`src/rtl/des_pkg.sv`:
```
// Fixed FIPS 46-3 tables and shared types for the DES datapath.
// Table index 0 corresponds to FIPS output bit 1.
package des_pkg;
    localparam int KEY_W    = 64;
    localparam int CD_W     = 56;
    localparam int HALF_W   = 28;
    localparam int SUBKEY_W = 48;
    localparam int ROUNDS   = 16;

    typedef enum logic {ST_IDLE, ST_RUN} state_e;

    localparam int PC1 [0:55] = '{
        57, 49, 41, 33, 25, 17,  9,
         1, 58, 50, 42, 34, 26, 18,
        10,  2, 59, 51, 43, 35, 27,
        19, 11,  3, 60, 52, 44, 36,
        63, 55, 47, 39, 31, 23, 15,
         7, 62, 54, 46, 38, 30, 22,
        14,  6, 61, 53, 45, 37, 29,
        21, 13,  5, 28, 20, 12,  4
    };

    localparam int PC2 [0:47] = '{
        14, 17, 11, 24,  1,  5,
         3, 28, 15,  6, 21, 10,
        23, 19, 12,  4, 26,  8,
        16,  7, 27, 20, 13,  2,
        41, 52, 31, 37, 47, 55,
        30, 40, 51, 45, 33, 48,
        44, 49, 39, 56, 34, 53,
        46, 42, 50, 36, 29, 32
    };

    // SHIFTS[n-1] = s[n]
    localparam int SHIFTS [0:15] = '{1, 1, 2, 2, 2, 2, 2, 2, 1, 2, 2, 2, 2, 2, 2, 1};

    function automatic logic [HALF_W-1:0] rot28(input logic [HALF_W-1:0] x,
                                                input logic left, input logic two);
        logic [HALF_W-1:0] r;
        unique case ({left, two})
            2'b10:   r = {x[26:0], x[27]};
            2'b11:   r = {x[25:0], x[27:26]};
            2'b00:   r = {x[0], x[27:1]};
            default: r = {x[1:0], x[27:2]};
        endcase
        return r;
    endfunction
endpackage

```
`src/rtl/des_key_schedule_if.sv`:
```
// Request/subkey bundle between the key schedule and its consumer.
interface des_key_schedule_if;
    logic                          i_start;
    logic [des_pkg::KEY_W-1:0]     i_key;
    logic                          i_decrypt;
    logic                          i_ready;
    logic [des_pkg::SUBKEY_W-1:0]  o_subkey;
    logic                          o_valid;
    logic [3:0]                    o_round;
    logic                          o_busy;
    logic                          o_done;

    modport master (output i_start, i_key, i_decrypt, i_ready,
                    input  o_subkey, o_valid, o_round, o_busy, o_done);
    modport slave  (input  i_start, i_key, i_decrypt, i_ready,
                    output o_subkey, o_valid, o_round, o_busy, o_done);
endinterface

```
`src/rtl/des_pc2.sv`:
```
// PC-2 compression: pure wiring from the 56-bit C||D register to a 48-bit subkey.
module des_pc2
    import des_pkg::*;
(
    input  logic [CD_W-1:0]     cd_i,
    output logic [SUBKEY_W-1:0] subkey_o
);
    for (genvar g = 0; g < SUBKEY_W; g++) begin : g_bit
        assign subkey_o[SUBKEY_W-1-g] = cd_i[CD_W-PC2[g]];
    end

    // CD bits 9,18,22,25,35,38,43,54 are dropped by PC-2
    logic unused_cd;
    assign unused_cd = ^{cd_i[47], cd_i[38], cd_i[34], cd_i[31],
                         cd_i[21], cd_i[18], cd_i[13], cd_i[2]};
endmodule

```
`src/rtl/des_key_schedule.sv`:
```
// Iterative DES key schedule: one subkey per handshake, forward or reverse order.
module des_key_schedule
    import des_pkg::*;
(
    input  logic               i_clk,
    input  logic               i_rst,
    des_key_schedule_if.slave  bus
);
    state_e              state_q, state_d;
    logic [CD_W-1:0]     cd_q, cd_d, pc1_key;
    logic [3:0]          round_q, round_d;
    logic                dec_q, dec_d, done_q, done_d;
    logic                start_acc, hs, last;
    logic [3:0]          sh_idx;
    logic                sh_two;
    logic [SUBKEY_W-1:0] subkey;

    for (genvar g = 0; g < CD_W; g++) begin : g_pc1
        assign pc1_key[CD_W-1-g] = bus.i_key[KEY_W-PC1[g]];
    end

    logic unused_parity;
    assign unused_parity = ^{bus.i_key[56], bus.i_key[48], bus.i_key[40], bus.i_key[32],
                             bus.i_key[24], bus.i_key[16], bus.i_key[8],  bus.i_key[0]};

    assign start_acc = (state_q == ST_IDLE) && bus.i_start;
    assign hs        = (state_q == ST_RUN) && bus.i_ready;
    assign last      = hs && (round_q == 4'(ROUNDS-1));
    // Step j uses s[j+2] forward or s[16-j] in reverse
    assign sh_idx    = dec_q ? ~round_q : round_q + 4'd1;
    assign sh_two    = (SHIFTS[sh_idx] == 2);

    always_ff @(posedge i_clk or posedge i_rst) begin
        if (i_rst) state_q <= ST_IDLE;
        else       state_q <= state_d;
    end

    always_comb begin
        state_d = state_q;
        unique case (state_q)
            ST_IDLE: if (start_acc) state_d = ST_RUN;
            ST_RUN:  if (last)      state_d = ST_IDLE;
            default:                state_d = ST_IDLE;
        endcase
    end

    always_comb begin
        bus.o_valid  = (state_q == ST_RUN);
        bus.o_busy   = (state_q == ST_RUN);
        bus.o_round  = round_q;
        bus.o_done   = done_q;
        bus.o_subkey = subkey;
    end

    // Decrypt loads C0D0 directly since the full rotation cycle returns to it
    always_comb begin
        cd_d    = cd_q;
        round_d = round_q;
        dec_d   = dec_q;
        done_d  = last;
        if (start_acc) begin
            dec_d   = bus.i_decrypt;
            round_d = '0;
            cd_d    = bus.i_decrypt ? pc1_key
                    : {rot28(pc1_key[CD_W-1:HALF_W], 1'b1, 1'b0),
                       rot28(pc1_key[HALF_W-1:0],    1'b1, 1'b0)};
        end else if (hs && !last) begin
            round_d = round_q + 4'd1;
            cd_d    = {rot28(cd_q[CD_W-1:HALF_W], !dec_q, sh_two),
                       rot28(cd_q[HALF_W-1:0],    !dec_q, sh_two)};
        end
    end

    always_ff @(posedge i_clk or posedge i_rst) begin
        if (i_rst) begin
            cd_q    <= '0;
            round_q <= '0;
            dec_q   <= 1'b0;
            done_q  <= 1'b0;
        end else begin
            cd_q    <= cd_d;
            round_q <= round_d;
            dec_q   <= dec_d;
            done_q  <= done_d;
        end
    end

    des_pc2 u_pc2 (
        .cd_i     (cd_q),
        .subkey_o (subkey)
    );
endmodule

```
`src/flat_wrapper.sv`:
```
// flat-port wrapper written by rule: the top's interface ports become plain ports
module des_key_schedule_flat import des_pkg::*;
  (i_clk, i_rst, bus_i_start, bus_i_key, bus_i_decrypt, bus_i_ready, bus_o_subkey, bus_o_valid, bus_o_round, bus_o_busy, bus_o_done);
  des_key_schedule_if bus_i ();
  input  logic i_clk;
  input  logic i_rst;
  input wire logic [$bits(bus_i.i_start)-1:0] bus_i_start;
  input wire logic [$bits(bus_i.i_key)-1:0] bus_i_key;
  input wire logic [$bits(bus_i.i_decrypt)-1:0] bus_i_decrypt;
  input wire logic [$bits(bus_i.i_ready)-1:0] bus_i_ready;
  output wire logic [$bits(bus_i.o_subkey)-1:0] bus_o_subkey;
  output wire logic [$bits(bus_i.o_valid)-1:0] bus_o_valid;
  output wire logic [$bits(bus_i.o_round)-1:0] bus_o_round;
  output wire logic [$bits(bus_i.o_busy)-1:0] bus_o_busy;
  output wire logic [$bits(bus_i.o_done)-1:0] bus_o_done;
  assign bus_i.i_start = bus_i_start;
  assign bus_i.i_key = bus_i_key;
  assign bus_i.i_decrypt = bus_i_decrypt;
  assign bus_i.i_ready = bus_i_ready;
  assign bus_o_subkey = bus_i.o_subkey;
  assign bus_o_valid = bus_i.o_valid;
  assign bus_o_round = bus_i.o_round;
  assign bus_o_busy = bus_i.o_busy;
  assign bus_o_done = bus_i.o_done;
  des_key_schedule u_core (.i_clk(i_clk), .i_rst(i_rst), .bus(bus_i));
endmodule
```
`config.mk`:
```
export PLATFORM = sky130hd
export DESIGN_NAME = des_key_schedule_flat
export DESIGN_NICKNAME = d
export VERILOG_FILES = /design/src/rtl/des_pkg.sv /design/src/rtl/des_key_schedule_if.sv /design/src/rtl/des_pc2.sv /design/src/rtl/des_key_schedule.sv /design/src/flat_wrapper.sv
export SDC_FILE = /design/constraint.sdc
export NUM_CORES = 1
export LEC_CHECK = 0
export ABC_AREA = 1
export BUFFER_PORTS_ARGS = -buffer_cell sky130_fd_sc_hd__buf_2
export CORE_MARGIN = 3
export CORE_UTILIZATION = 40
export CTS_CLUSTER_SIZE = 30
export DETAILED_ROUTE_END_ITERATION = 8
export HOLD_SLACK_MARGIN = 0.15
export PLACE_DENSITY_LB_ADDON = 0.12
export SETUP_SLACK_MARGIN = 0.2
export SLEW_MARGIN = 20
export SYNTH_ARGS = -nofsm -noshare
export SYNTH_HDL_FRONTEND = slang
export SYNTH_HIERARCHICAL = 1
export SYNTH_SLANG_ARGS = --single-unit
```
`constraint.sdc`:
```
create_clock -name i_clk -period 2 [get_ports i_clk]
set_input_delay 0.2 -clock i_clk [delete_from_list [all_inputs] [get_ports i_clk]]
set_output_delay 0.2 -clock i_clk [all_outputs]
set_load 0.1 [all_outputs]
```
==> flow_summary_export.csv <==
group,metric,value,unit
routing,via_per_inst,5.35,
global_routing,grt_pass1_wl,32300,um
logic_synthesis,ys_warn_count,6,
logic_synthesis,synth.distinct_cells,30,
clock_network,htreeDepth,3,
logic_synthesis,avgSynthCellArea,6.05,um2
layout,final_cell_mix,"inv_1, nand2_1, buf_2, a21oi_1, nor2_1",
run_status,status,"finished, violations left",
global_routing,antenna_found_initial,0,
logic_synthesis,synth_area,6510,um2
floorplan,initial_utilization,41.9,%
floorplan,ioPinCount,124,
clock_network,numCtsBuffers,9,
routing,drt_iter0_drc,528,
timing,setup_viol,7,
timing,slew-limit-headroom,61.5,%
setup_path,critPathLaunchType,"register",
setup_path,path_max_fanout,19,
clock_network,insertion_delay,340,ps
routing,firstDrtPassIters,5,
layout,nFillCells,1660,
routing,ant_nets,0,
placement,dp_hpwl,11900,um
logic_synthesis,syn_nets,1147,
layout,fin_nets,1180,
layout,antennaDiodeCount,0,
global_routing,grt_pass1_vias,6310,
clock_network,root_buffer,"clkbuf_16",
setup_path,crit_end,"u_core/cd_q[6]$_DFFE_PP0P_",
layout,area_growth,21.4,%
placement,place.gp.congestion,0.773,
timing,hold_ws,224,ps
routing,vias,7095,
layout,layout-drive-gt1-share,23.5,%
timing,worstMarginPinSlew,578,ps
routing,wire_per_inst,15.1,um
setup_path,r2r_start,"u_core/bus.o_round[0]$_DFFE_PP0P_",
timing,drv_slew,0,
setup_path,r2r-end,"u_core/cd_q[6]$_DFFE_PP0P_",
timing,hold_violations,0,
clock_network,clk_transition_reported_paths,60,ps
setup_path,path_class,"reg -> reg",
floorplan,die_y,134,um
floorplan,core_area,15500,um2
clock_network,clockBufferDepth,2,
logic_synthesis,synth_seq_cells,63,
floorplan,row_count,45,
logic_synthesis,synthCells,1076,
timing,setup_ws,-28.2,ps
worst_hold_path,hold_path.class,"in -> reg",
setup_path,path_buf_inv,2,
run_status,failed_checks,"setup timing",
clock_network,cts_tree,"yes",
timing,skew,5.80,ps
logic_synthesis,ys_seq_area_share,24.2,%
setup_path,slowest_stage,"dfrtp_2",
setup_path,ff2ff_path_depth,12,
setup_path,max_stage_delay,450,ps
setup_path,rrSetupSlack,-30,ps
floorplan,die-width,134,um
layout,finalNonFillerCells,1325,
global_routing,grt.total_usage,21.6,%
setup_path,worstPathArrival,2260,ps
floorplan,die_area,17800,um2
placement,place_area,7050,um2
timing,period_share,101,%
global_routing,overflow,0,
setup_path,cp-startpoint,"u_core/bus.o_round[0]$_DFFE_PP0P_",
routing,drc,0,
setup_path,crit_cells,12,
timing,period_needed,2030,ps
routing,drt-total-wl,20000,um
layout,layout.cells.most_common,"inv_1",
setup_path,crit_family,"simple AND/OR/NAND/NOR gates",
setup_path,end_kind,"register",
timing,rsz0062_at_grt,"true",
placement,dp_cells,1294,
clock_network,cts.sinks,63,
flow_run,maxCapViolCount,0,
placement,port_buffers,115,
layout,design_area,7900,um2
setup_path,crit_chain,"ha_4, o21ai_4, nor2_2, nand2_2, nand2_4, nand2_8, buf_6, buf_16, o211ai_1, nand3_1, a21oi_2, nor2_1",
global_routing,grt_max_degree,125,
timing,max_freq,493,MHz
setup_path,crit_required,2230,ps
[layer usage]
| layer | GRT usage (%) | part of all wire [%] | vias to the layer above |
|---|---|---|---|
| li1 | - | - | 3559 |
| met1 | 31.6 | 48 | 3334 |
| met2 | 33.4 | 47 | 192 |
| met3 | 4.34 | 5.0 | 10 |
| met4 | 4.06 | 0.69 | 0 |
| met5 | 0 | 0 | - |
[Yosys cell counts]
master / instances / area share, %
nand4_1: 71 / 6.8
nand3_1: 99 / 7.6
buf_6: 4 / 0.69
buf_4: 53 / 6.1
a21oi_2: 3 / 0.40
clkbuf_1: 38 / 2.2
o22ai_1: 1 / 0.096
a21oi_1: 139 / 11
or2_2: 1 / 0.096
nand2_4: 3 / 0.52
o21ai_2: 1 / 0.13
buf_2: 25 / 1.9
buf_1: 16 / 0.92
buf_12: 1 / 0.31
nand2_8: 1 / 0.31
mux2i_1: 2 / 0.31
o21ai_1: 5 / 0.38
inv_2: 3 / 0.17
nor2_1: 105 / 6.1
o211ai_1: 18 / 2.1
nor2_2: 2 / 0.19
nand3_4: 1 / 0.27
ha_1: 2 / 0.38
nand3_2: 5 / 0.77
dfrtp_1: 63 / 24
o21ai_0: 113 / 8.7
buf_8: 1 / 0.23
nand2_2: 2 / 0.19
inv_1: 173 / 10
nand2_1: 125 / 7.2
[flip-flops by register name, summed over array words and instances, names as in the netlist]
name                flops
u_core/dec_q            1
u_core/bus.o_round      4
u_core/bus.o_done       1
u_core/bus.o_busy       1
u_core/cd_q            56
[tightest hold or removal path, delay by kind of cell]
kind | cells | cell delay, ps
buffers and inverters | 1 | 90
AO/OA/AOI/OAI | 2 | 110
AND/OR/NAND/NOR | 2 | 130
[logic make-up after synthesis]
group / count (synthesis) / synth area share (%)
buf+inv: 314 / 22.5
mux: 2 / 0.308
flops: 63 / 24.2
fa+ha+maj: 2 / 0.385
simple gates: 415 / 30.1
compound gates: 280 / 22.5
[area by class of cell]
class	count	area [um2]	share of cell area (%)
clock inverters	2	60.1	0.760
well taps	211	264	3.34
inverters	176	663	8.39
clock buffers	14	284	3.59
flip-flops and latches	63	1580	20.0
multi-input cells	700	3780	47.9
repair buffers	159	1260	16.0
[through the flow]
stage | TNS [ps] | utilization, % | worst slack [ps]
6_report | -83.7 | 50.8 | -28.2
5_1_grt | -4650 | 50.8 | -132
4_1_cts | -5.95 | 49.5 | -5.95
3_5_place_dp | -1020 | 45.4 | -104
3_3_place_gp | -782 | 45.4 | -81.8
2_1_floorplan | -10000 | - | -200
[worst min path at each step]
stage,from,end,slack [ps],cells after the start
floorplan,bus_i_start,u_core/bus.o_busy$_DFF_PP0_,340,2
global placement,i_rst,u_core/cd_q[9]$_DFFE_PP0P_,310,3
detailed placement,i_rst,u_core/cd_q[9]$_DFFE_PP0P_,310,3
CTS,bus_i_key[26],u_core/cd_q[17]$_DFFE_PP0P_,210,5
global route,bus_i_key[38],u_core/cd_q[44]$_DFFE_PP0P_,240,5
finish,bus_i_key[26],u_core/cd_q[17]$_DFFE_PP0P_,220,5
[repair_timing]
action | in CTS | in global routing
gates cloned | 3 | 4
hold buffers | 3 | 0
endpoints found under the hold margin | 65 | 0
setup endpoints to repair | 56 | 56
resized for setup | 78 | 33
buffers inserted | 5 | 0
pin swaps | 20 | 18
Power is left out: the tool's default activity adds up to more than one toggle a clock period on the data nets, which glitch-free logic cannot reach.
